$ cat config.mk
export PLATFORM = sky130hd
export DESIGN_NAME = tcam_access_ctrl
export DESIGN_NICKNAME = d
export VERILOG_FILES = /design/src/rtl/tcam_ctrl_pkg.sv /design/src/rtl/tcam_rr_arb2.sv /design/src/rtl/tcam_access_ctrl.sv
export SDC_FILE = /design/constraint.sdc
export NUM_CORES = 1
export LEC_CHECK = 0
export ABC_AREA = 1
export BUFFER_PORTS_ARGS = -buffer_cell sky130_fd_sc_hd__buf_2
export CELL_PAD_IN_SITES_DETAIL_PLACEMENT = 0
export CELL_PAD_IN_SITES_GLOBAL_PLACEMENT = 1
export CORE_ASPECT_RATIO = 0.6
export CORE_MARGIN = 2
export CORE_UTILIZATION = 32
export CTS_CLUSTER_SIZE = 25
export DETAILED_ROUTE_END_ITERATION = 16
export GPL_TIMING_DRIVEN = 0
export PLACE_DENSITY_LB_ADDON = 0.1
export SYNTH_ARGS = -nofsm -noshare
export SYNTH_HDL_FRONTEND = slang
export SYNTH_SLANG_ARGS = --single-unit
$ cat constraint.sdc
create_clock -name in_clk -period 1.6 [get_ports in_clk]
set_input_delay 0.24 -clock in_clk [delete_from_list [all_inputs] [get_ports in_clk]]
set_output_delay 0.24 -clock in_clk [all_outputs]
set_load 0.01 [all_outputs]
$ cat src/rtl/tcam_ctrl_pkg.sv
// Shared widths, FSM encoding and helpers for the TCAM access controller.
package tcam_ctrl_pkg;

  localparam int TCAM_KEY_W   = 28;
  localparam int TCAM_WADDR_W = 10;
  localparam int TCAM_DATA_W  = 32;
  localparam int TCAM_MASK_W  = 4;
  localparam int TCAM_PMA_W   = 6;
  localparam int STAT_W       = 16;

  typedef enum logic [2:0] {
    ST_IDLE   = 3'd0,
    ST_WRITE  = 3'd1,
    ST_SEARCH = 3'd2,
    ST_WAIT   = 3'd3,
    ST_RESP   = 3'd4
  } tcam_ctrl_state_e;

  // Saturating increment used by the optional statistics counters.
  function automatic logic [STAT_W-1:0] sat_inc(input logic [STAT_W-1:0] v);
    return (v == '1) ? v : v + 1'b1;
  endfunction

endpackage

$ cat src/rtl/tcam_rr_arb2.sv
// Two-way round-robin arbiter: req[0] is the write port, req[1] the search port.
module tcam_rr_arb2 (
  input  logic       clk,
  input  logic       rst_n,
  input  logic [1:0] req,
  input  logic       accept,
  output logic [1:0] grant
);

  logic prefer_search;

  always_comb begin
    grant = 2'b00;
    if (req[0] && (!req[1] || !prefer_search))
      grant = 2'b01;
    else if (req[1])
      grant = 2'b10;
  end

  // After serving one side, the other side wins the next tie.
  always_ff @(posedge clk or negedge rst_n) begin
    if (!rst_n)
      prefer_search <= 1'b0;
    else if (accept)
      prefer_search <= grant[0];
  end

endmodule

$ cat src/rtl/tcam_access_ctrl.sv
// Shares one TCAM macro between a config write port and a search port.
// Optional access counters are built when TCAM_CTRL_STATS_EN is defined.
module tcam_access_ctrl
  import tcam_ctrl_pkg::*;
#(
  parameter int SEARCH_LAT = 1
) (
  input  logic                    in_clk,
  input  logic                    in_rst_n,
  input  logic                    in_wr_valid,
  output logic                    out_wr_ready,
  input  logic [TCAM_WADDR_W-1:0] in_wr_addr,
  input  logic [TCAM_DATA_W-1:0]  in_wr_wdata,
  input  logic [TCAM_MASK_W-1:0]  in_wr_wmask,
  input  logic                    in_sr_valid,
  output logic                    out_sr_ready,
  input  logic [TCAM_KEY_W-1:0]   in_sr_key,
  output logic                    out_rsp_valid,
  input  logic                    in_rsp_ready,
  output logic [TCAM_PMA_W-1:0]   out_rsp_pma,
  output logic                    out_tcam_csb,
  output logic                    out_tcam_web,
  output logic [TCAM_MASK_W-1:0]  out_tcam_wmask,
  output logic [TCAM_KEY_W-1:0]   out_tcam_addr,
  output logic [TCAM_DATA_W-1:0]  out_tcam_wdata,
  input  logic [TCAM_PMA_W-1:0]   in_tcam_pma,
  output logic                    out_busy
`ifdef TCAM_CTRL_STATS_EN
  ,
  input  logic                    in_stat_clr,
  output logic [STAT_W-1:0]       out_stat_writes,
  output logic [STAT_W-1:0]       out_stat_searches
`endif
);

  localparam logic [2:0] LAT_INIT = 3'(SEARCH_LAT);

  tcam_ctrl_state_e state;
  logic [2:0]       lat_cnt;
  logic [1:0]       grant;
  logic             wr_acc;
  logic             sr_acc;

  tcam_rr_arb2 u_arb (
    .clk    (in_clk),
    .rst_n  (in_rst_n),
    .req    ({in_sr_valid, in_wr_valid}),
    .accept (wr_acc | sr_acc),
    .grant  (grant)
  );

  // Readies are masked by reset so nothing handshakes while the block is held.
  assign out_wr_ready = in_rst_n & (state == ST_IDLE) & grant[0];
  assign out_sr_ready = in_rst_n & (state == ST_IDLE) & grant[1];
  assign wr_acc       = in_wr_valid & out_wr_ready;
  assign sr_acc       = in_sr_valid & out_sr_ready;
  assign out_busy     = (state != ST_IDLE);

  always_ff @(posedge in_clk or negedge in_rst_n) begin
    if (!in_rst_n) begin
      state          <= ST_IDLE;
      lat_cnt        <= '0;
      out_tcam_csb   <= 1'b1;
      out_tcam_web   <= 1'b1;
      out_tcam_wmask <= '0;
      out_tcam_addr  <= '0;
      out_tcam_wdata <= '0;
      out_rsp_valid  <= 1'b0;
      out_rsp_pma    <= '0;
    end else begin
      case (state)
        ST_IDLE: begin
          if (wr_acc) begin
            state          <= ST_WRITE;
            out_tcam_csb   <= 1'b0;
            out_tcam_web   <= 1'b0;
            out_tcam_wmask <= in_wr_wmask;
            out_tcam_addr  <= {{(TCAM_KEY_W-TCAM_WADDR_W){1'b0}}, in_wr_addr};
            out_tcam_wdata <= in_wr_wdata;
          end else if (sr_acc) begin
            state          <= ST_SEARCH;
            out_tcam_csb   <= 1'b0;
            out_tcam_web   <= 1'b1;
            out_tcam_wmask <= '0;
            out_tcam_addr  <= in_sr_key;
            out_tcam_wdata <= '0;
          end
        end
        ST_WRITE: begin
          state          <= ST_IDLE;
          out_tcam_csb   <= 1'b1;
          out_tcam_web   <= 1'b1;
          out_tcam_wmask <= '0;
        end
        ST_SEARCH: begin
          out_tcam_csb <= 1'b1;
          out_tcam_web <= 1'b1;
          if (SEARCH_LAT == 0) begin
            out_rsp_pma   <= in_tcam_pma;
            out_rsp_valid <= 1'b1;
            state         <= ST_RESP;
          end else begin
            lat_cnt <= LAT_INIT;
            state   <= ST_WAIT;
          end
        end
        ST_WAIT: begin
          if (lat_cnt == 3'd1) begin
            out_rsp_pma   <= in_tcam_pma;
            out_rsp_valid <= 1'b1;
            state         <= ST_RESP;
          end else begin
            lat_cnt <= lat_cnt - 3'd1;
          end
        end
        ST_RESP: begin
          if (in_rsp_ready) begin
            out_rsp_valid <= 1'b0;
            state         <= ST_IDLE;
          end
        end
        default: state <= ST_IDLE;
      endcase
    end
  end

`ifdef TCAM_CTRL_STATS_EN
  logic [STAT_W-1:0] writes_cnt;
  logic [STAT_W-1:0] searches_cnt;

  // Clear has priority over a same-cycle accept.
  always_ff @(posedge in_clk or negedge in_rst_n) begin
    if (!in_rst_n) begin
      writes_cnt   <= '0;
      searches_cnt <= '0;
    end else if (in_stat_clr) begin
      writes_cnt   <= '0;
      searches_cnt <= '0;
    end else begin
      if (wr_acc) writes_cnt   <= sat_inc(writes_cnt);
      if (sr_acc) searches_cnt <= sat_inc(searches_cnt);
    end
  end

  assign out_stat_writes   = writes_cnt;
  assign out_stat_searches = searches_cnt;
`endif

endmodule
==> results of run 1 <==
area by class of cell:
type | instances | area, µm² | area share, %
inverter | 36 | 135 | 2.70
tap | 139 | 174 | 3.47
clock buffer | 10 | 229 | 4.57
timing repair buffer | 180 | 1050 | 21.0
buffer | 13 | 121 | 2.42
multi-input combinational | 279 | 1160 | 23.2
sequential | 80 | 2000 | 40.0
clock inverter | 5 | 129 | 2.57
path summary, 6_finish.rpt:
kind	startpoint	to	slack [ns]	depth (start not counted)
worst max-delay path	state[1]$_DFFE_PN0P_	out_sr_ready	-0.01	7
worst min register to register	out_tcam_wdata[4]$_DFFE_PN0P_	out_tcam_wdata[4]$_DFFE_PN0P_	0.46	2
min in group asynchronous	in_rst_n	out_tcam_addr[6]$_DFFE_PN0P_	0.53	4
max in group asynchronous	in_rst_n	lat_cnt[0]$_DFFE_PN0P_	0.30	3
worst max register to register	state[1]$_DFFE_PN0P_	out_tcam_wdata[12]$_DFFE_PN0P_	0.13	8
worst min-delay path	in_sr_key[27]	out_tcam_addr[27]$_DFFE_PN0P_	0.1	3
repair_timing:
action	CTS	global route
hold buffers	6	0
resized for setup	11	4
cloned	1	0
endpoints found under the setup margin	6	25
endpoints found under the hold margin	33	0
setup buffers	12	0
pin swaps	2	1
registers in the layout, indices dropped and copies added (netlist names):
signal	cells
out_tcam_wdata	32
out_rsp_pma	6
out_tcam_csb	1
out_tcam_web	1
lat_cnt	3
state	3
out_rsp_valid	1
out_tcam_wmask	4
out_tcam_addr	28
u_arb.prefer_search	1
routing by layer:
layer / track usage (%) / wire length, µm / vias to the layer above
li1: - / - / 1613
met3: 6.74 / 855 / 9
met4: 4.59 / 89 / 0
met5: 0 / 0 / -
met1: 25.5 / 4890 / 1387
met2: 25.2 / 3810 / 106
synthesized netlist by cell type (3+ instances only):
cell type / n / area, µm²
dfrtp_1: 78 / 1950
buf_6: 6 / 67.6
inv_2: 3 / 11.3
a21oi_1: 4 / 20.0
buf_4: 3 / 22.5
inv_1: 33 / 124
nor2_1: 4 / 15.0
nand3_1: 25 / 125
nand2_1: 231 / 867
buf_2: 6 / 30.0
o21ai_0: 3 / 15.0
worst max-delay path: stages, from the launching register on:
cell,delay [ns]
dfrtp_1,0.40
nor2_4,0.14
nand3_4,0.09
inv_2,0.07
nand2_2,0.05
inv_2,0.06
buf_6,0.12
buf_6,0.10
power by group:
group          switching, mW  total [mW]  internal [mW]
logic                   2.04        3.50           1.45
registers              0.458        3.37           2.91
clock network          0.802        2.48           1.68
cells by family (layout without fill, tap and decap cells):
kind of cell / after synthesis / after routing / synth area share [%]
simple gates: 266 / 266 / 31.1
fa+ha+maj: 2 / 2 / 0.734
compound gates: 11 / 11 / 1.91
flops: 80 / 80 / 58.8
buf+inv: 51 / 244 / 7.49
through the flow:
step	power, mW	util, %	cell area (µm²)	TNS, ns
4_1_cts	9.47	47.8	5000	-0.0119
5_1_grt	10.1	47.9	5010	-0.163
6_report	9.35	47.9	5010	-0.0142
3_3_place_gp	6.65	41.9	4380	-124.89
2_1_floorplan	5.28	-	3410	0
3_5_place_dp	6.73	42.2	4410	-20.65
==> metrics.cfg, run 1 <==
[die]
core_area_um2 = 10500
ios = 161
die_x_um = 137
num_rows = 29
start_util_pct = 32.6
die_area_um2 = 11500
die_h_um = 83.9

[cells_and_area]
nets = 686
n_antenna_cell = 0
fin_cells = 742
fill_cells = 1067
syn2layout_area_growth_pct = 47.0
final_common_cell = nand2_1
final_cell_mix = nand2_1, buf_2, dfrtp_1
layout-drive-gt1-share_pct = 36.0

[yosys]
synth_ff_type = dfrtp_1
synth_warnings = 0
netlist_area_um2 = 3410
avgSynthCellArea_um2 = 8.31
synth_edf_count = 0
yosysSeqAreaShare_pct = 58.8
synth_seq_cells = 80
synth_nets = 497
synth_cell_types = 21
synth_cells = 410
async_flop_share_pct = 100

[run]
drv_cap = 0

[sta]
layout_setup_ws_ns = -0.0142
rsz0062_at_grt = true
setup_viol = 1
tightest_slew_ns = 0.941
finalCritPeriodShare_pct = 101
finalHoldViolCount = 0
max_slew_margin_pct = 37.0
hold_slack_ns = 0.0966
finClkSkew_ns = 0.00415
post-route-min-period_ns = 1.61
finalMaxSlewViolations = 0
max_freq_ghz = 0.619

[drt]
vias = 3115
wire_per_inst_um = 13.0
drc = 0
drtIter0Drc = 160
routed_wl_um = 9640
ant_nets = 0
dr.pass1.iters = 4
vias_per_cell = 4.20

[placement]
gp_congestion = 0.752
hpwl_um = 6750
dpl_worst_slack_ns = -0.532
dp.cells = 710
io_buffers = 160

[clock_tree]
h-tree-depth = 3
ctsRootBufferMaster = clkbuf_16
cts_sinks = 80
cts.clk_slew.worst_paths_ns = 0.06
cts_tree = yes
cts_made_buffers = 9
clock_path_buffers = 2
clk_latency_ns = 0.33

[critical_path]
path_max_fanout = 2
cp.arrival_ns = 1.37
required_ns = 1.36
endpoint_kind = output pin
crit_type = reg -> out
start_kind = register

[global_route]
grt_pass1_vias = 3100
antenna_found_initial = 0
grt_overflow = 0
grt_usage_pct = 17.8
grt_pass1_wl_um = 15700
grt_max_degree = 34

[power_and_ir_drop]
power_density_nw_per_um2 = 1870
p_leak_nw = 3.02
max-vdd-ir-drop_mv = 0.849

[run_status]
violations = setup timing
status = finished with violations

[worst_hold_path]
hp-class = in -> reg

Power figures use the tool's default switching activity.
==> run 2: changes to the inputs <==
- CORE_MARGIN: 2 -> default
- SETUP_SLACK_MARGIN: default -> 0.05
==> metrics.cfg, run 2 (synthesis gave the netlist of run 1 again) <==
[drt]
ant_nets = 0  ; unchanged
vias_per_cell = 4.27  ; +1.7%
vias = 3147  ; +1.0%
routed_wl_um = 9500  ; -1.5%
dr.pass1.iters = 4  ; unchanged
drc = 0  ; unchanged
drtIter0Drc = 110  ; -31%
wire_per_inst_um = 12.9  ; -0.78%

[cells_and_area]
syn2layout_area_growth_pct = 45.9
fill_cells = 998  ; -6.5%
nets = 684  ; -0.29%
reg_top3 = out_tcam_wdata x32, out_tcam_addr x28, out_rsp_pma x6
final_cell_mix = nand2_1, buf_2, dfrtp_1
final_common_cell = nand2_1
post-route-util_pct = 49.3  ; +1.4 points
layout-drive-gt1-share_pct = 36.4  ; +0.39 points
n_antenna_cell = 0  ; unchanged
largest_register_ffs = 32  ; unchanged
fin_cells = 737  ; -0.67%
stdcell_area_um2 = 4970  ; -0.72%
top_register = out_tcam_wdata

[sta]
post-route-min-period_ns = 1.64  ; +0.0273 ns
layout_setup_ws_ns = -0.0415  ; -0.0273 ns
finClkSkew_ns = 0.00482  ; +0.000671 ns
tns_ns = -0.0745  ; -0.0602 ns
tightest_slew_ns = 0.968  ; +0.0264 ns
finalHoldViolCount = 0  ; unchanged
max_slew_margin_pct = 35.3  ; -1.8 points
rsz0062_at_grt = true
finalCritPeriodShare_pct = 103  ; +1.7 points
setup_viol = 2  ; +1
finalMaxSlewViolations = 0  ; unchanged
max_freq_ghz = 0.609  ; -1.7%

[run_status]
violations = setup timing
status = finished with violations

[clock_tree]
clock_path_buffers = 2  ; unchanged
clk_latency_ns = 0.33  ; about the same
ctsRootBufferMaster = clkbuf_16
cts_sinks = 80  ; unchanged
cts_made_buffers = 9  ; unchanged
cts_tree = yes
cts.clk_slew.worst_paths_ns = 0.06  ; about the same
h-tree-depth = 3  ; unchanged

[critical_path]
worst_path_max_delay_cell = dfrtp_1
rrSetupSlack_ns = 0.02  ; -0.11 ns
max_stage_delay_ns = 0.41  ; about the same
cp_common_cell = buf_6
cp_num_buf_inv = 4  ; unchanged
crit_start = state[0]$_DFFE_PN0P_
endpoint_kind = output pin
required_ns = 1.36  ; about the same
crit_chain = nor2_4, nand3_4, inv_4, nand2_4, inv_2, buf_6, buf_6
cp.arrival_ns = 1.40  ; +0.03 ns
crit_family = flip-flops
crit_type = reg -> out
path_max_fanout = 3  ; +1
rr_startpoint = state[0]$_DFFE_PN0P_
start_kind = register

[power_and_ir_drop]
max-vdd-ir-drop_mv = 0.663  ; -22%
p_leak_nw = 3.01  ; -0.53%
power_density_nw_per_um2 = 1860  ; -0.53%

[global_route]
antenna_found_initial = 0  ; unchanged
grt_pass1_vias = 2898  ; -6.5%
grt_pass1_wl_um = 14600  ; -6.9%
grt_usage_pct = 17.5  ; -0.31 points
grt_overflow = 0  ; unchanged
grt_max_degree = 32  ; -5.9%

[placement]
dpl_cell_area_um2 = 4410  ; -0.11%
io_buffers = 160  ; unchanged
gp_congestion = 0.764  ; +1.5%
hpwl_um = 6550  ; -3.1%
dp.cells = 706  ; -0.56%

[die]
die_area_um2 = 11100  ; -3.8%
num_rows = 28  ; -3.4%
die_h_um = 81.9  ; -2.4%
start_util_pct = 33.8  ; +1.2 points
ios = 161  ; unchanged
core_area_um2 = 10100  ; -3.4%
die_x_um = 135  ; -1.5%

[worst_hold_path]
hp-class = in -> async

[run]
drv_cap = 0  ; unchanged

[run 2: worst reg2reg max path, delay by kind of cell, from the launching register on]
family	cells	cell delay [ns]
flops	1	0.41
simple gates	4	0.38
compound gates	1	0.09
buf+inv	5	0.60
[run 2: routing by layer]
layer	track usage (%)	vias up	share of wire (%)
li1	-	1609	-
met1	24.8	1417	49
met4	4.72	0	0.70
met3	6.91	7	8.9
met5	0	-	0
met2	24.4	114	41
[run 2: path summary, 6_finish.rpt]
kind	to	cells past startpoint
max in group asynchronous	out_tcam_wdata[15]$_DFFE_PN0P_	2
min reg2reg	out_tcam_wdata[17]$_DFFE_PN0P_	2
max	out_sr_ready	7
min in group in_clk	out_tcam_addr[13]$_DFFE_PN0P_	3
max reg2reg	out_tcam_addr[22]$_DFFE_PN0P_	10
min	out_tcam_wmask[1]$_DFFE_PN0P_	2
[run 2: power by group]
group          total, mW  switching (mW)  internal [mW]
combinational       3.54            2.07           1.47
sequential          3.37           0.457           2.91
clock               2.32           0.797           1.53
total               9.23            3.32           5.91
[run 2: through the flow]
stage / worst slack (ns) / total power [mW] / hold WS [ns]
floorplan: 0.298 / 5.28 / -0.0556
global placement: -1.39 / 6.64 / 0.433
detailed placement: -0.417 / 6.71 / 0.163
CTS: -0.0609 / 9.27 / 0.0120
global route: -0.109 / 9.98 / 0.0225
finish: -0.0415 / 9.23 / 0.0272
[run 2: area by class of cell]
cell class | instances | area (µm²) | area share (%)
Buffer | 15 | 144 | 2.89
Clock buffer | 11 | 233 | 4.68
Clock inverter | 5 | 105 | 2.11
Inverter | 36 | 138 | 2.77
Multi-Input combinational cell | 279 | 1180 | 23.7
Sequential cell | 80 | 2000 | 40.3
Tap cell | 135 | 169 | 3.40
Timing Repair Buffer | 176 | 1000 | 20.2
[run 2: repair_timing]
action / 4_1_cts / 5_1_grt
hold buffers: 3 / 0
endpoints found under the hold margin: 21 / 0
setup buffers: 8 / 4
setup endpoints to repair: 8 / 19
gates cloned: 1 / 0
gates resized for setup: 11 / 11
pin swaps: 2 / 3
